File: config.mk
export PLATFORM = sky130hd
export DESIGN_NAME = cond_unit_mc
export DESIGN_NICKNAME = d
export VERILOG_FILES = /design/src/rtl/cond_pkg.sv /design/src/rtl/cond_eval.sv /design/src/rtl/cond_unit_mc.sv
export SDC_FILE = /design/constraint.sdc
export NUM_CORES = 1
export LEC_CHECK = 0
export BUFFER_PORTS_ARGS = -buffer_cell sky130_fd_sc_hd__buf_2
export CAP_MARGIN = 25
export CORE_MARGIN = 2
export CORE_UTILIZATION = 44
export CTS_CLUSTER_SIZE = 10
export DETAILED_ROUTE_END_ITERATION = 7
export HOLD_SLACK_MARGIN = 0.15
export PLACE_DENSITY = 0.7
export SLEW_MARGIN = 20
export SYNTH_ARGS = -nofsm -noshare
export SYNTH_HDL_FRONTEND = slang
export SYNTH_SLANG_ARGS = --single-unit
File: constraint.sdc
create_clock -name clk -period 5.5 [get_ports clk]
set_input_delay 1.1 -clock clk [delete_from_list [all_inputs] [get_ports clk]]
set_output_delay 1.1 -clock clk [all_outputs]
set_load 0.01 [all_outputs]
File: src/rtl/cond_pkg.sv
// Shared definitions for ARM condition evaluation: condition codes, NZCV bit
// positions and flag write-group bounds.
package cond_pkg;

  typedef enum logic [3:0] {
    EQ = 4'b0000, NE = 4'b0001, CS = 4'b0010, CC = 4'b0011,
    MI = 4'b0100, PL = 4'b0101, VS = 4'b0110, VC = 4'b0111,
    HI = 4'b1000, LS = 4'b1001, GE = 4'b1010, LT = 4'b1011,
    GT = 4'b1100, LE = 4'b1101, AL = 4'b1110, NV = 4'b1111
  } cond_e;

  localparam int N_IDX = 3;
  localparam int Z_IDX = 2;
  localparam int C_IDX = 1;
  localparam int V_IDX = 0;

  // Lowest flag bit index owned by write group g.
  function automatic int grp_lo(input int g, input int ngroups);
    return (g * 4) / ngroups;
  endfunction

endpackage

File: src/rtl/cond_eval.sv
// Combinational ARM condition-code evaluator: cond + NZCV -> condex.
// Kept standalone so the pipelined core can reuse it.
module cond_eval
  import cond_pkg::*;
(
  input  logic [3:0] cond,
  input  logic [3:0] flags,
  output logic       condex
);

  logic n, z, c, v;

  assign n = flags[N_IDX];
  assign z = flags[Z_IDX];
  assign c = flags[C_IDX];
  assign v = flags[V_IDX];

  always_comb begin
    condex = 1'b1;
    case (cond_e'(cond))
      EQ: condex = z;
      NE: condex = ~z;
      CS: condex = c;
      CC: condex = ~c;
      MI: condex = n;
      PL: condex = ~n;
      VS: condex = v;
      VC: condex = ~v;
      HI: condex = c & ~z;
      LS: condex = ~c | z;
      GE: condex = (n == v);
      LT: condex = (n != v);
      GT: condex = ~z & (n == v);
      LE: condex = z | (n != v);
      AL: condex = 1'b1;
      NV: condex = 1'b1;
      default: condex = 1'b1;
    endcase
  end

endmodule

File: src/rtl/cond_unit_mc.sv
// Conditional-execution unit for the multicycle ARM datapath: NZCV flags with
// grouped writes, shadow flags, latched condex, write gating and skip counter.
module cond_unit_mc
  import cond_pkg::*;
#(
  parameter int NGROUPS      = 2,
  parameter int DELAY_CONDEX = 1,
  parameter int CNT_W        = 16
) (
  input  logic               clk,
  input  logic               rst,
  input  logic [3:0]         cond,
  input  logic [3:0]         aluflags,
  input  logic [NGROUPS-1:0] flagw,
  input  logic               pcs,
  input  logic               regw,
  input  logic               memw,
  input  logic               eval,
  input  logic               stall,
  input  logic               flush,
  input  logic               save_flags,
  input  logic               restore_flags,
  output logic               pcsrc,
  output logic               regwrite,
  output logic               memwrite,
  output logic [3:0]         flags_q,
  output logic               condex_q,
  output logic [CNT_W-1:0]   skip_count
);

  localparam int GW = 4 / NGROUPS;

  if (4 % NGROUPS != 0) begin : g_bad_ngroups
    $error("cond_unit_mc: NGROUPS must divide 4");
  end

  logic       condex_c;
  logic       cx;
  logic       wr_ok;
  logic       gate;
  logic [3:0] wmask;
  logic [3:0] shadow_q;
  logic [3:0] flags_nxt;

  cond_eval u_cond_eval (
    .cond   (cond),
    .flags  (flags_q),
    .condex (condex_c)
  );

  // Later instruction states see the condex captured at eval, so a
  // flag-setting instruction is not gated by its own new flags.
  always_comb begin
    if (DELAY_CONDEX != 0) cx = eval ? condex_c : condex_q;
    else                   cx = condex_c;
  end

  assign wr_ok = cx & ~stall & ~flush;
  assign gate  = wr_ok & ~rst;

  assign pcsrc    = pcs  & gate;
  assign regwrite = regw & gate;
  assign memwrite = memw & gate;

  for (genvar g = 0; g < NGROUPS; g++) begin : g_grp
    localparam int LO = grp_lo(g, NGROUPS);
    assign wmask[LO +: GW] = {GW{flagw[g] & wr_ok}};
  end

  assign flags_nxt = restore_flags ? shadow_q
                                   : ((flags_q & ~wmask) | (aluflags & wmask));

  always_ff @(posedge clk) begin
    if (rst) begin
      flags_q    <= '0;
      shadow_q   <= '0;
      condex_q   <= 1'b0;
      skip_count <= '0;
    end else if (!stall) begin
      // shadow samples the pre-update flags, so save+restore is a swap
      if (save_flags) shadow_q <= flags_q;
      flags_q <= flags_nxt;
      if (flush)     condex_q <= 1'b0;
      else if (eval) condex_q <= condex_c;
      if (eval && !condex_c && !flush && (skip_count != {CNT_W{1'b1}}))
        skip_count <= skip_count + CNT_W'(1);
    end
  end

endmodule

==> run_results.csv, run 1 <==
group,metric,value,unit
yosys,syn-num-nets,205,
clock_tree,clk_pin_slew,140,ps
worst_setup_path,arrival,2880,ps
clock_tree,clock_sinks,25,
yosys,synthCells,184,
yosys,synthFlopType,"dfxtp_1",
worst_setup_path,endpoint,"regwrite",
clock_tree,numCtsBuffers,3,
yosys,ys_seq_area_share,33.5,%
worst_setup_path,cp-end-kind,"primary output",
sta,clock_skew,7.14,ps
worst_setup_path,r2r_setup_slack,2960,ps
global_route,grt_max_degree,36,
global_route,grt.overflow.total,0,
route,post_drt_wl_per_cell,12.5,um
sta,setup_violations,0,
yosys,synth.cell_area,1490,um2
route,firstDrtPassIters,4,
power,pwr_density_cell,187,nW/um2
layout,antennaDiodeCount,0,
status,status,"finished clean",
worst_setup_path,critPathTopFamily,"simple AND/OR/NAND/NOR gates",
layout,syn_to_final_growth,16.7,%
die,rows,21,
sta,fin_crit,3980,ps
power,power.total,326,uW
clock_tree,ctsHoldBuffers,0,
power,ir_worst_vdd,86.5,uV
clock_tree,postCtsSetupBuffers,0,
yosys,syn-mean-instance-area,8.12,um2
flow_run,maxCapViolCount,0,
place,globalplace.congestion,0.852,
worst_setup_path,crit_chain,"buf_2 -> nor2_1 -> nor4b_1 -> nor2_1 -> a21oi_1 -> nor3b_1 -> buf_2",
worst_setup_path,r2r_cells,7,
worst_setup_path,cp-start-kind,"input pin",
worst_setup_path,cp_slowest_cell,"nor4b_1",
sta,fmax,251,MHz
yosys,synth_cell_types,44,
die,pin_count,44,
layout,finalNetCount,242,
layout,fill_cells,355,
clock_tree,root_buffer,"clkbuf_4",
yosys,async_reset_ff_share,0,%
place,dp_hpwl,2410,um
route,ant_nets,0,
sta,period_share,72.4,%
die,initial_core_util,45.1,%
yosys,synth-edff-count,0,
place,io_buffers,43,
layout,layout-drive-gt1-share,24.5,%
worst_setup_path,path_depth,7,
clock_tree,cts_max_level,1,
worst_setup_path,critPathKind,"in2out",
die,die_area,3880,um2
sta,rsz0062_at_grt,"no",
route,vias_per_cell,5.57,
worst_setup_path,required,4400,ps
sta,finalHoldViolCount,0,
clock_tree,insertion_delay,320,ps
sta,final.setup.tns,0,ps
worst_setup_path,cp_max_fo,9,
power,leakagePower,0.000760,uW
yosys,yosys_warnings,0,
sta,relSlewSlack,42.2,%
clock_tree,cts_tree,"built",
route,drc_errors,0,
global_route,antenna_found_initial,0,
sta,final_max_slew_viol_count,0,
route,via_count,1481,
clock_tree,cts-resized-gates,0,
die,die_y,62.3,um
layout,final_cell_mix,"buf_2, dfxtp_1, nor2_1",
sta,worst_pin_slew,855,ps
die,die_x,62.3,um
yosys,synth-seq-cells,25,
global_route,grtUsageTotal,17.7,%
layout,layout_commonest_cell,"buf_2",
worst_setup_path,max_stage_delay,720,ps
clock_tree,clockBufferDepth,2,
global_route,grt_pass1_wl,5660,um
worst_setup_path,worstPathBufferInverterCount,2,
hold_path,min_path_type,"reg2reg",
worst_setup_path,r2r-end,"skip_count[15]",
route,drt_iter0_drc,112,
global_route,first_global_vias,1252,
route,routed_wl,3310,um
die,core,3310,um2
worst_setup_path,cp-startpoint,"cond[1]",
## Yosys cell counts, drive strengths merged, types with 2 or more instances
library cell   n  area (um2)
o21ai          7        38.8
buf            7        38.8
xor2           5        43.8
a21oi          9        45.0
xnor2          2        17.5
nand3          7        35.0
o22ai          5        31.3
nand2         17        63.8
mux2           2        22.5
or4            8        60.1
nor2b          8        50.1
or2            2        12.5
o211ai         3        22.5
a32o           5        50.1
dfxtp         25         500
nor2          23        86.3
nor3b          3        22.5
mux2i          5        50.1
o31ai          6        45.0
nor4b          3        26.3
inv            3        11.3
clkbuf         4        15.0
and3           5        31.3
nand2b         3        18.8
## routing by layer
| metal | up-vias | share of wire [%] | wire (um) | track usage, % |
|---|---|---|---|---|
| li1 | 754 | - | - | - |
| met1 | 678 | 49 | 1630 | 24.0 |
| met2 | 42 | 43 | 1430 | 27.9 |
| met3 | 7 | 5.6 | 184 | 2.90 |
| met4 | 0 | 1.8 | 61 | 7.78 |
| met5 | - | 0 | 0 | 0 |
## logic make-up after synthesis
family	after synthesis	share of synthesized area, %
adder cells (fa/ha/maj)	1	0.837
AO/OA/AOI/OAI	43	21.2
AND/OR/NAND/NOR	87	31.2
multiplexers	7	4.86
buffers and inverters	14	4.35
XOR/XNOR	7	4.10
flip-flops	25	33.5
## cell type report
cell class	count	area (um2)	share of cell area, %
clock inverters	1	7.51	0.431
flip-flops and latches	25	500	28.7
multi-input cells	145	928	53.3
clock buffers	3	22.5	1.29
well taps	46	57.6	3.30
inverters	3	11.3	0.646
repair buffers	43	215	12.3
## worst min-delay path, cell delays in order, from the launching register on
cell     delay, ps
dfxtp_1        360
nand2_1         60
a21oi_1         60
## worst min path at each step
stage                   start  depth (start not counted)              to
2_1_floorplan     shadow_q[0]                          2     shadow_q[0]
3_3_place_gp      shadow_q[1]                          2     shadow_q[1]
3_5_place_dp   skip_count[11]                          2  skip_count[11]
4_1_cts        skip_count[11]                          2  skip_count[11]
5_1_grt        skip_count[11]                          2  skip_count[11]
6_report             condex_q                          2        condex_q
## power by group
| part | internal, uW | switching (uW) | total [uW] | leakage [uW] |
|---|---|---|---|---|
| sequential | 185 | 6.03 | 191 | 0.000202 |
| combinational | 22.7 | 29.9 | 52.6 | 0.000544 |
| clock | 27.8 | 55.3 | 83.0 | 0.0000139 |
## metrics by stage
step                hold WS, ps  worst slack [ps]  instances  instance area (um2)  util (%)
floorplan                   464              1880        184                 1490         -
global placement            486              1590        262                 1710      51.7
detailed placement          482              1550        262                 1710      51.7
CTS                         505              1530        266                 1740      52.6
global route                544              1260        266                 1740      52.6
finish                      506              1520        266                 1740      52.6
Power figures use the tool's default switching activity.
==> run 2, diff against run 1 <==
- clock period: 5.5 -> 3.9 ns (I/O delays scaled with it)
==> run_results.csv, run 2 (same netlist as run 1, synthesis figures left out) <==
group,metric,value,unit
status,status,"finished clean",
route,firstDrtPassIters,4,
clock_tree,insertion_delay,320,ps
sta,final_max_slew_viol_count,0,
power,pwr-share-clk,25.5,%
clock_tree,postCtsSetupBuffers,0,
route,drt_iter0_drc,77,
clock_tree,clk_pin_slew,140,ps
layout,layout-drive-gt1-share,24.9,%
clock_tree,clock_sinks,25,
clock_tree,root_buffer,"clkbuf_4",
global_route,grt_max_degree,36,
sta,finalHoldViolCount,0,
die,die_x,62.3,um
die,die_y,62.3,um
global_route,antenna_found_initial,0,
die,die_area,3880,um2
power,swShare,28.0,%
power,pwr-share-seq,58.3,%
global_route,grt_pass1_wl,5770,um
power,leakagePower,0.000765,uW
power,pwr_density_cell,263,nW/um2
worst_setup_path,cp_max_fo,9,
layout,finalNetCount,243,
sta,period_share,80.2,%
global_route,grt.overflow.total,0,
power,internal_power,332,uW
flow_run,maxCapViolCount,0,
route,drc_errors,0,
worst_setup_path,cp-end-kind,"primary output",
sta,final.setup.tns,0,ps
clock_tree,ctsHoldBuffers,0,
worst_setup_path,critPathKind,"in2out",
place,dp_hpwl,2400,um
sta,worst_pin_slew,724,ps
route,ant_nets,0,
global_route,grtUsageTotal,17.8,%
power,ir_worst_vdd,139,uV
worst_setup_path,cp-start-kind,"input pin",
place,io_buffers,43,
die,initial_core_util,45.1,%
hold_path,min_path_type,"reg2reg",
power,p_sw,129,uW
route,via_count,1465,
route,routed_wl,3320,um
worst_setup_path,arrival,2350,ps
power,combPwrFrac,16.2,%
die,pin_count,44,
route,vias_per_cell,5.49,
die,rows,21,
sta,fmax,320,MHz
layout,antennaDiodeCount,0,
worst_setup_path,required,3120,ps
die,core,3310,um2
layout,layout_commonest_cell,"buf_2",
global_route,first_global_vias,1299,
clock_tree,cts_max_level,1,
clock_tree,cts_tree,"built",
clock_tree,cts-resized-gates,0,
sta,fin_crit,3130,ps
sta,whs,505,ps
clock_tree,clockBufferDepth,2,
place,globalplace.congestion,0.838,
route,post_drt_wl_per_cell,12.4,um
sta,setup_violations,0,
sta,clock_skew,11.0,ps
layout,syn_to_final_growth,17.2,%
sta,relSlewSlack,51.7,%
clock_tree,numCtsBuffers,3,
sta,rsz0062_at_grt,"no",
layout,final_cell_mix,"buf_2, dfxtp_1, nor2_1",
## run 2: changes by cell type in the layout (fill, tap and decap cells not counted)
cell / previous run / this run
buf_4: 0 / 1
## run 2: critical path, stage by stage
cell	delay, ps
buf_2	150
and2_1	190
and3_1	170
o311ai_2	270
o2111ai_1	180
a21oi_1	350
nor3b_1	90
buf_2	160
## run 2: power by group through the flow
| stage | Combinational, uW | Clock [uW] | Sequential, uW |
|---|---|---|---|
| 3_3_place_gp | 73.9 | 0 | 275 |
| 5_1_grt | 84.4 | 131 | 270 |
| 6_report | 74.6 | 118 | 269 |
| 4_1_cts | 75.0 | 125 | 269 |
| 3_5_place_dp | 74.4 | 0 | 275 |
| 2_1_floorplan | 53.2 | 0 | 272 |
## run 2: through the flow
stage | utilization (%) | worst slack, ps | instances | power (uW) | cell area, um2
final | 52.9 | 773 | 267 | 461 | 1750
after global routing | 52.9 | 502 | 267 | 485 | 1750
after CTS | 52.9 | 772 | 267 | 468 | 1750
after detailed placement | 52.0 | 775 | 263 | 349 | 1720
after global placement | 52.0 | 816 | 263 | 348 | 1720
after floorplan | - | 924 | 184 | 326 | 1490
## run 2: routing by layer
layer / part of all wire (%) / track usage, %
met1: 50 / 24.3
met3: 5.3 / 3.62
met4: 0.69 / 5.83
met2: 44 / 28.4
met5: 0 / 0
## run 2: final timing paths
kind	startpoint	slack, ps	cells past startpoint	end
worst max-delay path	cond[2]	770	8	regwrite
worst min-delay path	skip_count[11]	510	2	skip_count[11]
worst max register to register	flop	1400	7	skip_count[15]
worst min register to register	skip_count[11]	510	2	skip_count[11]
## run 2: layout make-up
cell class	instances	area (um2)
sequential	25	500
fill	336	1560
clock buffer	3	22.5
multi-input combinational	145	928
clock inverter	1	7.51
timing repair buffer	44	223
tap	46	57.6
inverter	3	11.3
